[src/rtl/sdram_write_if.sv]
// Write-burst request/response and SDRAM command/DQ bus between arbiter, write FIFO
// controller and the sdram_write engine.
interface sdram_write_if;
    logic        init_end;
    logic        wr_en;
    logic [23:0] wr_addr;
    logic [9:0]  wr_burst_len;
    logic [15:0] wr_data;
    logic        wr_ack;
    logic        wr_end;
    logic [3:0]  write_cmd;
    logic [1:0]  write_ba;
    logic [12:0] write_addr;
    logic        wr_sdram_en;
    logic [15:0] wr_sdram_data;

    modport master (
        output init_end, wr_en, wr_addr, wr_burst_len, wr_data,
        input  wr_ack, wr_end, write_cmd, write_ba, write_addr, wr_sdram_en, wr_sdram_data
    );

    modport slave (
        input  init_end, wr_en, wr_addr, wr_burst_len, wr_data,
        output wr_ack, wr_end, write_cmd, write_ba, write_addr, wr_sdram_en, wr_sdram_data
    );
endinterface

[src/rtl/sdram_write.sv]
// SDRAM full-page write-burst engine: ACTIVE, tRCD, WRITE burst, BURST_STOP,
// PRECHARGE all banks, tRP, then a one-cycle wr_end pulse.
module sdram_write #(
    parameter int TRCD_CLK = 2,
    parameter int TRP_CLK  = 2
) (
    input  logic        sys_clk,
    input  logic        sys_rst_n,
    sdram_write_if.slave bus
);

    localparam logic [3:0] CMD_NOP        = 4'b0111;
    localparam logic [3:0] CMD_ACTIVE     = 4'b0011;
    localparam logic [3:0] CMD_WRITE      = 4'b0100;
    localparam logic [3:0] CMD_BURST_STOP = 4'b0110;
    localparam logic [3:0] CMD_PRECHARGE  = 4'b0010;

    localparam logic [9:0] TRCD_LAST = 10'(TRCD_CLK - 1);
    localparam logic [9:0] TRP_LAST  = 10'(TRP_CLK - 1);

    typedef enum logic [2:0] {
        S_IDLE,
        S_ACTIVE,
        S_TRCD,
        S_WRITE,
        S_BSTOP,
        S_PRE,
        S_TRP,
        S_END
    } state_t;

    state_t      state;
    state_t      state_nxt;
    logic [9:0]  cnt;
    logic [1:0]  bank_q;
    logic [12:0] row_q;
    logic [8:0]  col_q;
    logic [9:0]  len_q;
    logic        start;
    logic        last_beat;

    logic        wr_ack;
    logic        wr_end;
    logic [3:0]  write_cmd;
    logic [1:0]  write_ba;
    logic [12:0] write_addr;
    logic        wr_sdram_en;

    assign start     = (state == S_IDLE) && bus.wr_en && bus.init_end;
    assign last_beat = (cnt == len_q - 10'd1);

    // NOTE: non-blocking assignments in clocked processes so every flop sees pre-edge values.
    always_ff @(posedge sys_clk or negedge sys_rst_n) begin
        if (!sys_rst_n) begin
            state <= S_IDLE;
        end else begin
            state <= state_nxt;
        end
    end

    always_ff @(posedge sys_clk or negedge sys_rst_n) begin
        if (!sys_rst_n) begin
            cnt <= '0;
        end else if (state_nxt != state) begin
            cnt <= '0;
        end else begin
            cnt <= cnt + 10'd1;
        end
    end

    // Burst parameters are frozen on the grant edge; later input changes are ignored.
    always_ff @(posedge sys_clk or negedge sys_rst_n) begin
        if (!sys_rst_n) begin
            bank_q <= '0;
            row_q  <= '0;
            col_q  <= '0;
            len_q  <= 10'd1;
        end else if (start) begin
            bank_q <= bus.wr_addr[23:22];
            row_q  <= bus.wr_addr[21:9];
            col_q  <= bus.wr_addr[8:0];
            len_q  <= (bus.wr_burst_len == 10'd0) ? 10'd1 : bus.wr_burst_len;
        end
    end

    // NOTE: every signal gets a default first so no path can leave one unassigned (no latches).
    always_comb begin
        state_nxt   = state;
        write_cmd   = CMD_NOP;
        write_ba    = 2'b11;
        write_addr  = 13'h1FFF;
        wr_ack      = 1'b0;
        wr_end      = 1'b0;
        wr_sdram_en = 1'b0;
        case (state)
            S_IDLE: begin
                if (start) state_nxt = S_ACTIVE;
            end
            S_ACTIVE: begin
                write_cmd  = CMD_ACTIVE;
                write_ba   = bank_q;
                write_addr = row_q;
                state_nxt  = S_TRCD;
            end
            S_TRCD: begin
                if (cnt == TRCD_LAST) begin
                    wr_ack    = 1'b1;
                    state_nxt = S_WRITE;
                end
            end
            S_WRITE: begin
                wr_sdram_en = 1'b1;
                if (cnt == 10'd0) begin
                    write_cmd  = CMD_WRITE;
                    write_ba   = bank_q;
                    write_addr = {4'b0000, col_q};
                end
                // Ack runs one cycle ahead of each beat to cover the FIFO read latency.
                if (last_beat) begin
                    state_nxt = S_BSTOP;
                end else begin
                    wr_ack = 1'b1;
                end
            end
            S_BSTOP: begin
                write_cmd = CMD_BURST_STOP;
                state_nxt = S_PRE;
            end
            S_PRE: begin
                write_cmd = CMD_PRECHARGE;
                state_nxt = S_TRP;
            end
            S_TRP: begin
                if (cnt == TRP_LAST) state_nxt = S_END;
            end
            S_END: begin
                wr_end    = 1'b1;
                state_nxt = S_IDLE;
            end
            default: state_nxt = S_IDLE;
        endcase
    end

    assign bus.wr_ack        = wr_ack;
    assign bus.wr_end        = wr_end;
    assign bus.write_cmd     = write_cmd;
    assign bus.write_ba      = write_ba;
    assign bus.write_addr    = write_addr;
    assign bus.wr_sdram_en   = wr_sdram_en;
    assign bus.wr_sdram_data = wr_sdram_en ? bus.wr_data : 16'h0000;

endmodule

[src/flat_wrapper.sv]
// flat-port wrapper written by rule: the top's interface ports become plain ports
module sdram_write_flat 
#(
    parameter int TRCD_CLK = 2,
    parameter int TRP_CLK  = 2
)
  (sys_clk, sys_rst_n, bus_init_end, bus_wr_en, bus_wr_addr, bus_wr_burst_len, bus_wr_data, bus_wr_ack, bus_wr_end, bus_write_cmd, bus_write_ba, bus_write_addr, bus_wr_sdram_en, bus_wr_sdram_data);
  sdram_write_if bus_i ();
  input  logic sys_clk;
  input  logic sys_rst_n;
  input wire logic [$bits(bus_i.init_end)-1:0] bus_init_end;
  input wire logic [$bits(bus_i.wr_en)-1:0] bus_wr_en;
  input wire logic [$bits(bus_i.wr_addr)-1:0] bus_wr_addr;
  input wire logic [$bits(bus_i.wr_burst_len)-1:0] bus_wr_burst_len;
  input wire logic [$bits(bus_i.wr_data)-1:0] bus_wr_data;
  output wire logic [$bits(bus_i.wr_ack)-1:0] bus_wr_ack;
  output wire logic [$bits(bus_i.wr_end)-1:0] bus_wr_end;
  output wire logic [$bits(bus_i.write_cmd)-1:0] bus_write_cmd;
  output wire logic [$bits(bus_i.write_ba)-1:0] bus_write_ba;
  output wire logic [$bits(bus_i.write_addr)-1:0] bus_write_addr;
  output wire logic [$bits(bus_i.wr_sdram_en)-1:0] bus_wr_sdram_en;
  output wire logic [$bits(bus_i.wr_sdram_data)-1:0] bus_wr_sdram_data;
  assign bus_i.init_end = bus_init_end;
  assign bus_i.wr_en = bus_wr_en;
  assign bus_i.wr_addr = bus_wr_addr;
  assign bus_i.wr_burst_len = bus_wr_burst_len;
  assign bus_i.wr_data = bus_wr_data;
  assign bus_wr_ack = bus_i.wr_ack;
  assign bus_wr_end = bus_i.wr_end;
  assign bus_write_cmd = bus_i.write_cmd;
  assign bus_write_ba = bus_i.write_ba;
  assign bus_write_addr = bus_i.write_addr;
  assign bus_wr_sdram_en = bus_i.wr_sdram_en;
  assign bus_wr_sdram_data = bus_i.wr_sdram_data;
  sdram_write #(.TRCD_CLK(TRCD_CLK), .TRP_CLK(TRP_CLK)) u_core (.sys_clk(sys_clk), .sys_rst_n(sys_rst_n), .bus(bus_i));
endmodule
[config.mk]
export PLATFORM = sky130hd
export DESIGN_NAME = sdram_write_flat
export DESIGN_NICKNAME = d
export VERILOG_FILES = /design/src/rtl/sdram_write_if.sv /design/src/rtl/sdram_write.sv /design/src/flat_wrapper.sv
export SDC_FILE = /design/constraint.sdc
export NUM_CORES = 1
export LEC_CHECK = 0
export ABC_CLOCK_PERIOD_IN_PS = 6400
export BUFFER_PORTS_ARGS = -buffer_cell sky130_fd_sc_hd__buf_4
export CAP_MARGIN = 25
export CORE_UTILIZATION = 54
export CTS_CLUSTER_DIAMETER = 30
export DETAILED_ROUTE_END_ITERATION = 16
export PLACE_DENSITY = 0.92
export SLEW_MARGIN = 5
export SYNTH_ARGS = -nofsm -noshare
export SYNTH_HDL_FRONTEND = slang
export SYNTH_SLANG_ARGS = --single-unit
export TNS_END_PERCENT = 100
[constraint.sdc]
create_clock -name sys_clk -period 6.4 [get_ports sys_clk]
set_input_delay 0.32 -clock sys_clk [delete_from_list [all_inputs] [get_ports sys_clk]]
set_output_delay 0.32 -clock sys_clk [all_outputs]
set_load 0.02 [all_outputs]
Word-level counts from Yosys, hierarchy flattened
Index checks and enable logic that the tools add are counted.
{ "totals": {"wordCells": 42, "in_bits": 54, "output_inout_bits": 38, "ff_bits": 47} }
{ "classes": {"addsub": 2, "n_eq_ne": 10, "muxes": 19, "reduce_logical": 5} }
{ "ops": {"columns": ["op", "n"], "rows": [
  ["13-bit one-hot mux with 2 select lines", 1],
  ["3-bit one-hot mux with 8 select lines", 1],
  ["10-bit zero test", 2],
  ["10-bit 2-to-1 mux", 2],
  ["16-bit 2-to-1 mux", 1],
  ["4-bit one-hot mux with 4 select lines", 1],
  ["13-bit 2-to-1 mux", 1],
  ["3-bit equality test (second input constant)", 4],
  ["3-bit 2-to-1 mux", 4],
  ["10-bit by 1-bit adder with 10-bit output (second input constant)", 1],
  ["10-bit by 1-bit equality test with 1-bit output (second input constant)", 1],
  ["10-bit equality test", 1],
  ["10-bit by 1-bit subtractor with 10-bit output (second input constant)", 1],
  ["3-bit by 2-bit equality test with 1-bit output (second input constant)", 2],
  ["1-bit 2-to-1 mux", 4],
  ["2-bit 2-to-1 mux", 2],
  ["2-bit one-hot mux with 2 select lines", 1],
  ["3-bit by 1-bit equality test with 1-bit output (second input constant)", 1],
  ["3-bit zero test", 1],
  ["3-bit != test", 1],
  ["1-bit logical AND", 2],
  ["1-bit one-hot mux with 2 select lines", 1]
]} }

Depth between registers and ports, before layout
Gate-level depths: netlist of the first run.
{ "depth": {"word_depth": 7, "mapped_depth": 9} }

Worst setup path before layout of the first run
OpenSTA, ideal clock, no wires.
{ "synth_path": {"path_kind": "register -> output", "from": "register u_core.len_q[1]", "to": "output bus_wr_ack", "required_time_ps": 6080, "t_arrival_ps": 2241, "path_stages_with_launch": 9, "slack_ps": 3839, "path_buffers": 0, "cell_sequence": "dfrtp_1 inv_1 ha_1 or4b_1 nor4_2 xnor2_1 nand4_1 nor4_2 a2111oi_2"} }
{ "synth_via": {"elab_chain_len": 4} }
{ "synth_lines": {"columns": ["item", "line", "source"], "rows": [
  ["start, declared", "sdram_write.sv:38", "logic [9:0] len_q;"],
  ["start signal, assigned", "sdram_write.sv:82", "len_q <= (bus.wr_burst_len == 10'd0) ? 10'd1 : bus.wr_burst_len;"],
  ["10-bit by 1-bit subtractor with 10-bit output", "sdram_write.sv:50", "assign last_beat = (cnt == len_q - 10'd1);"],
  ["10-bit equality test", "sdram_write.sv:50", null],
  ["1-bit 2-to-1 mux", "sdram_write.sv:119", "if (last_beat) begin"],
  ["1-bit one-hot mux with 2 select lines", "sdram_write.sv:95", "case (state)"],
  ["end, declared", "flat_wrapper.sv:16", "output wire logic [$bits(bus_i.wr_ack)-1:0] bus_wr_ack;"]
]} }
No other way between the ends.

Worst setup path in the final report of the first run
Same ends and word-level chain as after synthesis.

==> flow_summary.toml, run 1 <==
[clock_network]
numCtsBuffers = 5
clock_path_buffers = 2
root_buffer = "clkbuf_8"
path_clk_slew_ns = 0.09
ctsHoldBuffers = 0
post_cts_buffers = 0
clkLatencyLatePin_ns = 0.30
cts_htree_levels = 2
cts_tree = "yes"
clock-sinks = 47
cts_resized = 0

[floorplan]
die-area_sq_um = 5220
die_h_microns = 72.3
rows = 25
coreArea_sq_um = 4720
start_util_pct = 56.5
die-width_microns = 72.3
num_io_pins = 92

[route]
wirelength_mm = 6.64
drt_drc_violations_left = 0
viasPerCell = 5.68
firstDrtPassIters = 4
wl_per_cell_microns = 16.6
drtIter0Drc = 173
via_count = 2266
final_antenna_net_count = 0

[synthesis]
synthTopCellsByArea = "dfrtp_1, mux2_2, xor2_1"
yosys.area.top_type = "dfrtp_1"
yosys.area.top_type_share_pct = 43.2
synthArstFlopShare_pct = 100
ys_ff_latch = 47
ys_seq_area_share_pct = 44.2
synth_edf_count = 0
ys.warnings.count = 0
synth_ff_type = "dfrtp_1"
synth_area_sq_um = 2670
synth_nets = 304
syn_area_per_cell_sq_um = 10.8
synth_cell_type_count = 48
syn_inst = 246

[setup_path]
crit_fanout = 6
critical_path_class = "reg2out"
cp.required_ns = 6.08
endpoint_kind = "output port"
critPathLaunchType = "flip-flop"
cp.arrival_ns = 2.83

[power_and_ir_drop]
internal-power_uw = 1000
p_comb_share_pct = 58.8
p_clk_share_pct = 10.2
switching_share_pct = 45.3
power_leakage_uw = 0.00169
power_frac_seq_pct = 31.0
ir_worst_vdd_mv = 0.317
p_total_uw = 1840
p_switching_uw = 832
p_per_area_nw_per_um2 = 528

[placement]
post-place-cells = 390
hpwl_mm = 4.87
gp_congestion = 0.874
port_buffers = 90
place_area_sq_um = 3380

[cells_and_area]
areaGrowthSynthToFinish_pct = 30.5
design_area_sq_um = 3480
layout.nets = 389
antenna_cells = 0
final_util_pct = 73.6
stdcell_count = 399
layout-drive-gt1-share_pct = 40.7

[outcome]
status = "finished clean"

[global_route]
track_usage_pct = 26.6
grt_overflow = 0
grt_max_degree = 48
antenna_found_initial = 0
grt_pass1_wl_mm = 10.7
grt_pass1_vias = 2301

[job]
drv_cap = 0

[timing]
final-setup-viol-count = 0
worstMarginPinSlew_ns = 0.720
slew_violations = 0
min_period_ns = 3.15
final_hold_viol_count = 0
final.period_utilization_pct = 49.2
clock_skew_ns = 0.00991
fmax_ghz = 0.318
rsz0062_at_grt = "false"
relSlewSlack_pct = 51.5
fin_tns_setup_ns = 0

[hold_path]
hp-class = "in2async"
-- logic make-up (layout without fill, tap and decap cells) --
| logic type | Yosys count | count (layout) | synth area share (%) |
|---|---|---|---|
| simple gates | 75 | 75 | 17.2 |
| xor+xnor | 20 | 20 | 6.57 |
| buf+inv | 22 | 108 | 3.52 |
| fa+ha+maj | 4 | 4 | 1.88 |
| compound gates | 45 | 45 | 13.0 |
| flops | 47 | 47 | 44.2 |
| mux | 32 | 32 | 13.5 |
| other cells | 1 | 1 | 0.141 |
-- cell usage in the layout (no fill, tap or decap), drive strengths merged, types with 2 or more instances in the layout --
| cell type | count |
|---|---|
| nor3 | 5 |
| or2 | 2 |
| nand3 | 9 |
| a21oi | 12 |
| o21ai | 5 |
| a311oi | 2 |
| a21boi | 2 |
| clkbuf | 8 |
| and3 | 4 |
| or4 | 2 |
| mux2 | 31 |
| buf | 92 |
| o21a | 4 |
| and2 | 18 |
| or3 | 3 |
| nor4 | 6 |
| xor2 | 14 |
| a31oi | 4 |
| nand2 | 9 |
| dfrtp | 46 |
| xnor2 | 6 |
| nor2 | 8 |
| ha | 4 |
| nand2b | 4 |
| a221o | 9 |
| inv | 7 |
-- layout make-up --
type | count | area, sq um
Clock buffer | 7 | 86.3
Clock inverter | 1 | 5.00
Fill cell | 314 | 1240
Inverter | 7 | 26.3
Multi-Input combinational cell | 177 | 1400
Sequential cell | 47 | 1180
Tap cell | 67 | 83.8
Timing Repair Buffer | 93 | 696
-- power groups by stage --
stage	registers (uW)	clock network (uW)	logic, uW
2_1_floorplan	505	0	741
3_3_place_gp	551	0	1040
3_5_place_dp	567	0	1070
4_1_cts	563	189	1080
5_1_grt	585	200	1160
6_report	570	187	1080
-- stage by stage --
stage,hold slack [ns],worst slack [ns]
global route,0.0642,3.07
global placement,0.358,3.62
CTS,0.0292,3.24
finish,0.0125,3.25
floorplan,0.0244,3.84
detailed placement,0.358,3.32
-- synth_stat cells, types with 3 or more instances --
master and instances:
xor2_1 14, nor4_1 3, a31oi_1 3, dfrtp_1 46
a221o_1 9, inv_1 7, o21ai_0 4, and3_1 4
mux2_1 6, buf_2 6, clkbuf_1 8, nand2_1 9
nor3_1 5, nand2b_1 4, xnor2_1 6, nand3_1 9
ha_1 4, nor2_1 8, a21oi_1 12, mux2_2 25
o21a_1 4, nor4_2 3, and2_1 18
-- worst max-delay path, cell delays in order (launching register included) --
cell       delay, ns
dfrtp_1         0.41
inv_1           0.10
ha_1            0.25
or4b_1          0.51
nor4_2          0.20
xnor2_1         0.15
nand4_1         0.19
nor4_2          0.42
a2111oi_2       0.13
buf_4           0.18
-- flip-flops by register name, indices dropped and copies added, names as in the netlist --
signal	count
u_core.row_q	13
u_core.len_q	10
u_core.col_q	9
u_core.cnt	10
u_core.state	3
u_core.bank_q	2
-- layer usage --
| metal | GRT usage [%] | up-vias | part of all wire, % |
|---|---|---|---|
| met5 | 0 | - | 0 |
| met4 | 12.9 | 0 | 2.5 |
| met3 | 3.47 | 17 | 4.4 |
| met2 | 44.9 | 81 | 52 |
| met1 | 34.0 | 1111 | 41 |
| li1 | - | 1057 | - |
-- worst paths after layout --
kind                                   from               end  slack (ns)  cells after the start
min in group sys_clk        bus_wr_addr[21]  u_core.row_q[12]        0.23                      2
min                               sys_rst_n  u_core.row_q[10]        0.01                      1
min reg2reg                u_core.row_q[12]  u_core.row_q[12]        0.51                      1
max                         u_core.len_q[1]        bus_wr_ack        3.25                      9
max reg2reg                 u_core.len_q[1]     u_core.cnt[4]        3.39                      9
max in group asynchronous         sys_rst_n   u_core.len_q[4]        5.98                      1
(Power assumes the default switching activity.)
==> inputs of run 2 (changes only) <==
--- a/config.mk
+++ b/config.mk
@@ -5,13 +5,13 @@
 export SDC_FILE = /design/constraint.sdc
 export NUM_CORES = 1
 export LEC_CHECK = 0
-export ABC_CLOCK_PERIOD_IN_PS = 6400
+export ABC_CLOCK_PERIOD_IN_PS = 3200
 export BUFFER_PORTS_ARGS = -buffer_cell sky130_fd_sc_hd__buf_4
 export CAP_MARGIN = 25
-export CORE_UTILIZATION = 54
+export CORE_UTILIZATION = 50
 export CTS_CLUSTER_DIAMETER = 30
 export DETAILED_ROUTE_END_ITERATION = 16
-export PLACE_DENSITY = 0.92
+export PLACE_DENSITY = 0.87
 export SLEW_MARGIN = 5
 export SYNTH_ARGS = -nofsm -noshare
 export SYNTH_HDL_FRONTEND = slang
==> constraint.sdc (replaced) <==
create_clock -name sys_clk -period 3.2 [get_ports sys_clk]
set_input_delay 0.16 -clock sys_clk [delete_from_list [all_inputs] [get_ports sys_clk]]
set_output_delay 0.16 -clock sys_clk [all_outputs]
set_load 0.02 [all_outputs]
==> flow_summary.toml, run 2 (synthesis gave the netlist of run 1 again) <==
[global_route]
grt_overflow = 0
grt_pass1_vias = 2081
antenna_found_initial = 0
track_usage_pct = 23.3
grt_pass1_wl_mm = 9.88
grt_max_degree = 48

[placement]
hpwl_mm = 4.68
gp_congestion = 0.883
post-place-cells = 394
port_buffers = 90
post-place-ws_ns = 0.614

[floorplan]
start_util_pct = 52.2
die-area_sq_um = 5630
coreArea_sq_um = 5110
die-width_microns = 75.0
die_h_microns = 75.0
rows = 26
num_io_pins = 92

[cells_and_area]
stdcell_count = 403
areaGrowthSynthToFinish_pct = 31.2
top_register = "u_core.row_q"
fillers = 410
layout-drive-gt1-share_pct = 40.5
layout.nets = 390
final_cell_mix = "buf_4, dfrtp_1, mux2_2, and2_1, xor2_1"
reg_top3 = "u_core.row_q (13), u_core.cnt (10), u_core.len_q (10)"
antenna_cells = 0
final_common_cell = "buf_4"
largest_register_ffs = 13

[clock_network]
post_cts_buffers = 0
cts_htree_levels = 2
clkLatencyLatePin_ns = 0.30
root_buffer = "clkbuf_8"
clock_path_buffers = 2
numCtsBuffers = 5
cts_tree = "yes"
clock-sinks = 47
path_clk_slew_ns = 0.09

[hold_path]
worst_hold_path.num_cells = 2
hp-start = "bus_wr_addr[19]"
hp-class = "in2reg"

[timing]
final.period_utilization_pct = 91.8
slew_violations = 0
relSlewSlack_pct = 61.4
rsz0062_at_grt = "false"
final_hold_viol_count = 0
fmax_ghz = 0.340
min_period_ns = 2.94
worstMarginPinSlew_ns = 0.579
fin_tns_setup_ns = 0
clock_skew_ns = 0.00926
timing.final.ws_setup_ns = 0.261
final-setup-viol-count = 0

[route]
wl_met3_microns = 270
final_antenna_net_count = 0
wl_met2_mm = 3.26
firstDrtPassIters = 4
wl_met1_mm = 2.67
wirelength_mm = 6.28
viasPerCell = 5.53
via_count = 2229
drtIter0Drc = 129
highest_layer = "met4"
wl_per_cell_microns = 15.6
drt_drc_violations_left = 0

[setup_path]
rr_worst_depth = 9
endpoint_kind = "output port"
cp_num_buf_inv = 2
cp.depth = 9
cp_common_cell = "nor4_2"
cp.required_ns = 3.04
r2r_start = "u_core.len_q[1]"
path_cells = "inv_1 -> ha_1 -> or4b_1 -> nor4_2 -> xnor2_1 -> nand4_1 -> nor4_2 -> a2111oi_2 -> buf_4"
crit_slowest_cell = "or4b_1"
r2r_end = "u_core.cnt[6]"
r2r_setup_slack_ns = 0.69
crit_fanout = 6
critPathLaunchType = "flip-flop"
cp-endpoint = "bus_wr_ack"
critical_path_class = "reg2out"
slowest_delay_ns = 0.49
cp.arrival_ns = 2.78
cp_top_family = "simple AND/OR/NAND/NOR gates"
setup.worst_path.start = "u_core.len_q[1]"

[job]
drv_cap = 0

[power_and_ir_drop]
p_per_area_nw_per_um2 = 1040
ir_worst_vdd_mv = 0.606
power_leakage_uw = 0.00170

[outcome]
status = "finished clean"
-- run 2: changes by cell type in the layout (fill, tap and decap cells not counted) --
cell | before | now
buf_4 | 92 | 93
clkbuf_2 | 1 | 0
clkinv_2 | 1 | 0
clkinv_4 | 0 | 1
dlygate4sd3_1 | 0 | 1
-- run 2: metal layers --
layer	vias up	track usage [%]
li1	1051	-
met1	1103	30.9
met2	65	38.3
met3	10	4.82
met4	0	7.76
met5	-	0
-- run 2: worst min path at each step --
| stage | end | slack (ns) |
|---|---|---|
| final | u_core.row_q[10] | 0.07 |
| after CTS | u_core.row_q[10] | 0.07 |
| after global routing | u_core.row_q[9] | 0.06 |
| after floorplan | u_core.bank_q[0] | -0.14 |
| after detailed placement | u_core.len_q[2] | 0.20 |
| after global placement | u_core.len_q[4] | 0.20 |
-- run 2: repair_timing --
| item | CTS | global route |
|---|---|---|
| hold buffers | 1 | 0 |
| gates resized for setup | 0 | 0 |
| endpoints found under the hold margin | 46 | 0 |
-- run 2: through the flow --
stage / power [uW] / hold slack [ns] / util, % / area (sq um)
6_report: 3650 / 0.0718 / 68.5 / 3500
5_1_grt: 3900 / 0.0645 / 68.5 / 3500
4_1_cts: 3650 / 0.0660 / 68.5 / 3500
3_5_place_dp: 3270 / 0.199 / 66.4 / 3390
3_3_place_gp: 3200 / 0.200 / 66.4 / 3390
2_1_floorplan: 2490 / -0.136 / - / 2670
-- run 2: cell type report --
cell class | count | area [sq um] | share of cell area [%]
clock buffers | 7 | 86.3 | 2.47
repair buffers | 94 | 708 | 20.2
well taps | 70 | 87.6 | 2.50
multi-input cells | 177 | 1400 | 40.1
clock inverters | 1 | 8.76 | 0.250
inverters | 7 | 26.3 | 0.751
flip-flops and latches | 47 | 1180 | 33.7
-- run 2: worst reg2reg max path, cell delays in order (launching register included) --
cell and delay (ns):
dfrtp_1 0.41, inv_1 0.09, ha_1 0.24, or4b_1 0.49, nor4_2 0.19, xnor2_1 0.15
nand4_1 0.18, o41ai_2 0.31, buf_4 0.23, a21oi_1 0.10
-- run 2: report_power, final --
group	internal, uW	total [uW]	leakage, uW	switching (uW)
clock	177	382	0.0000484	204
combinational	997	2140	0.00104	1140
sequential	844	1130	0.000613	284
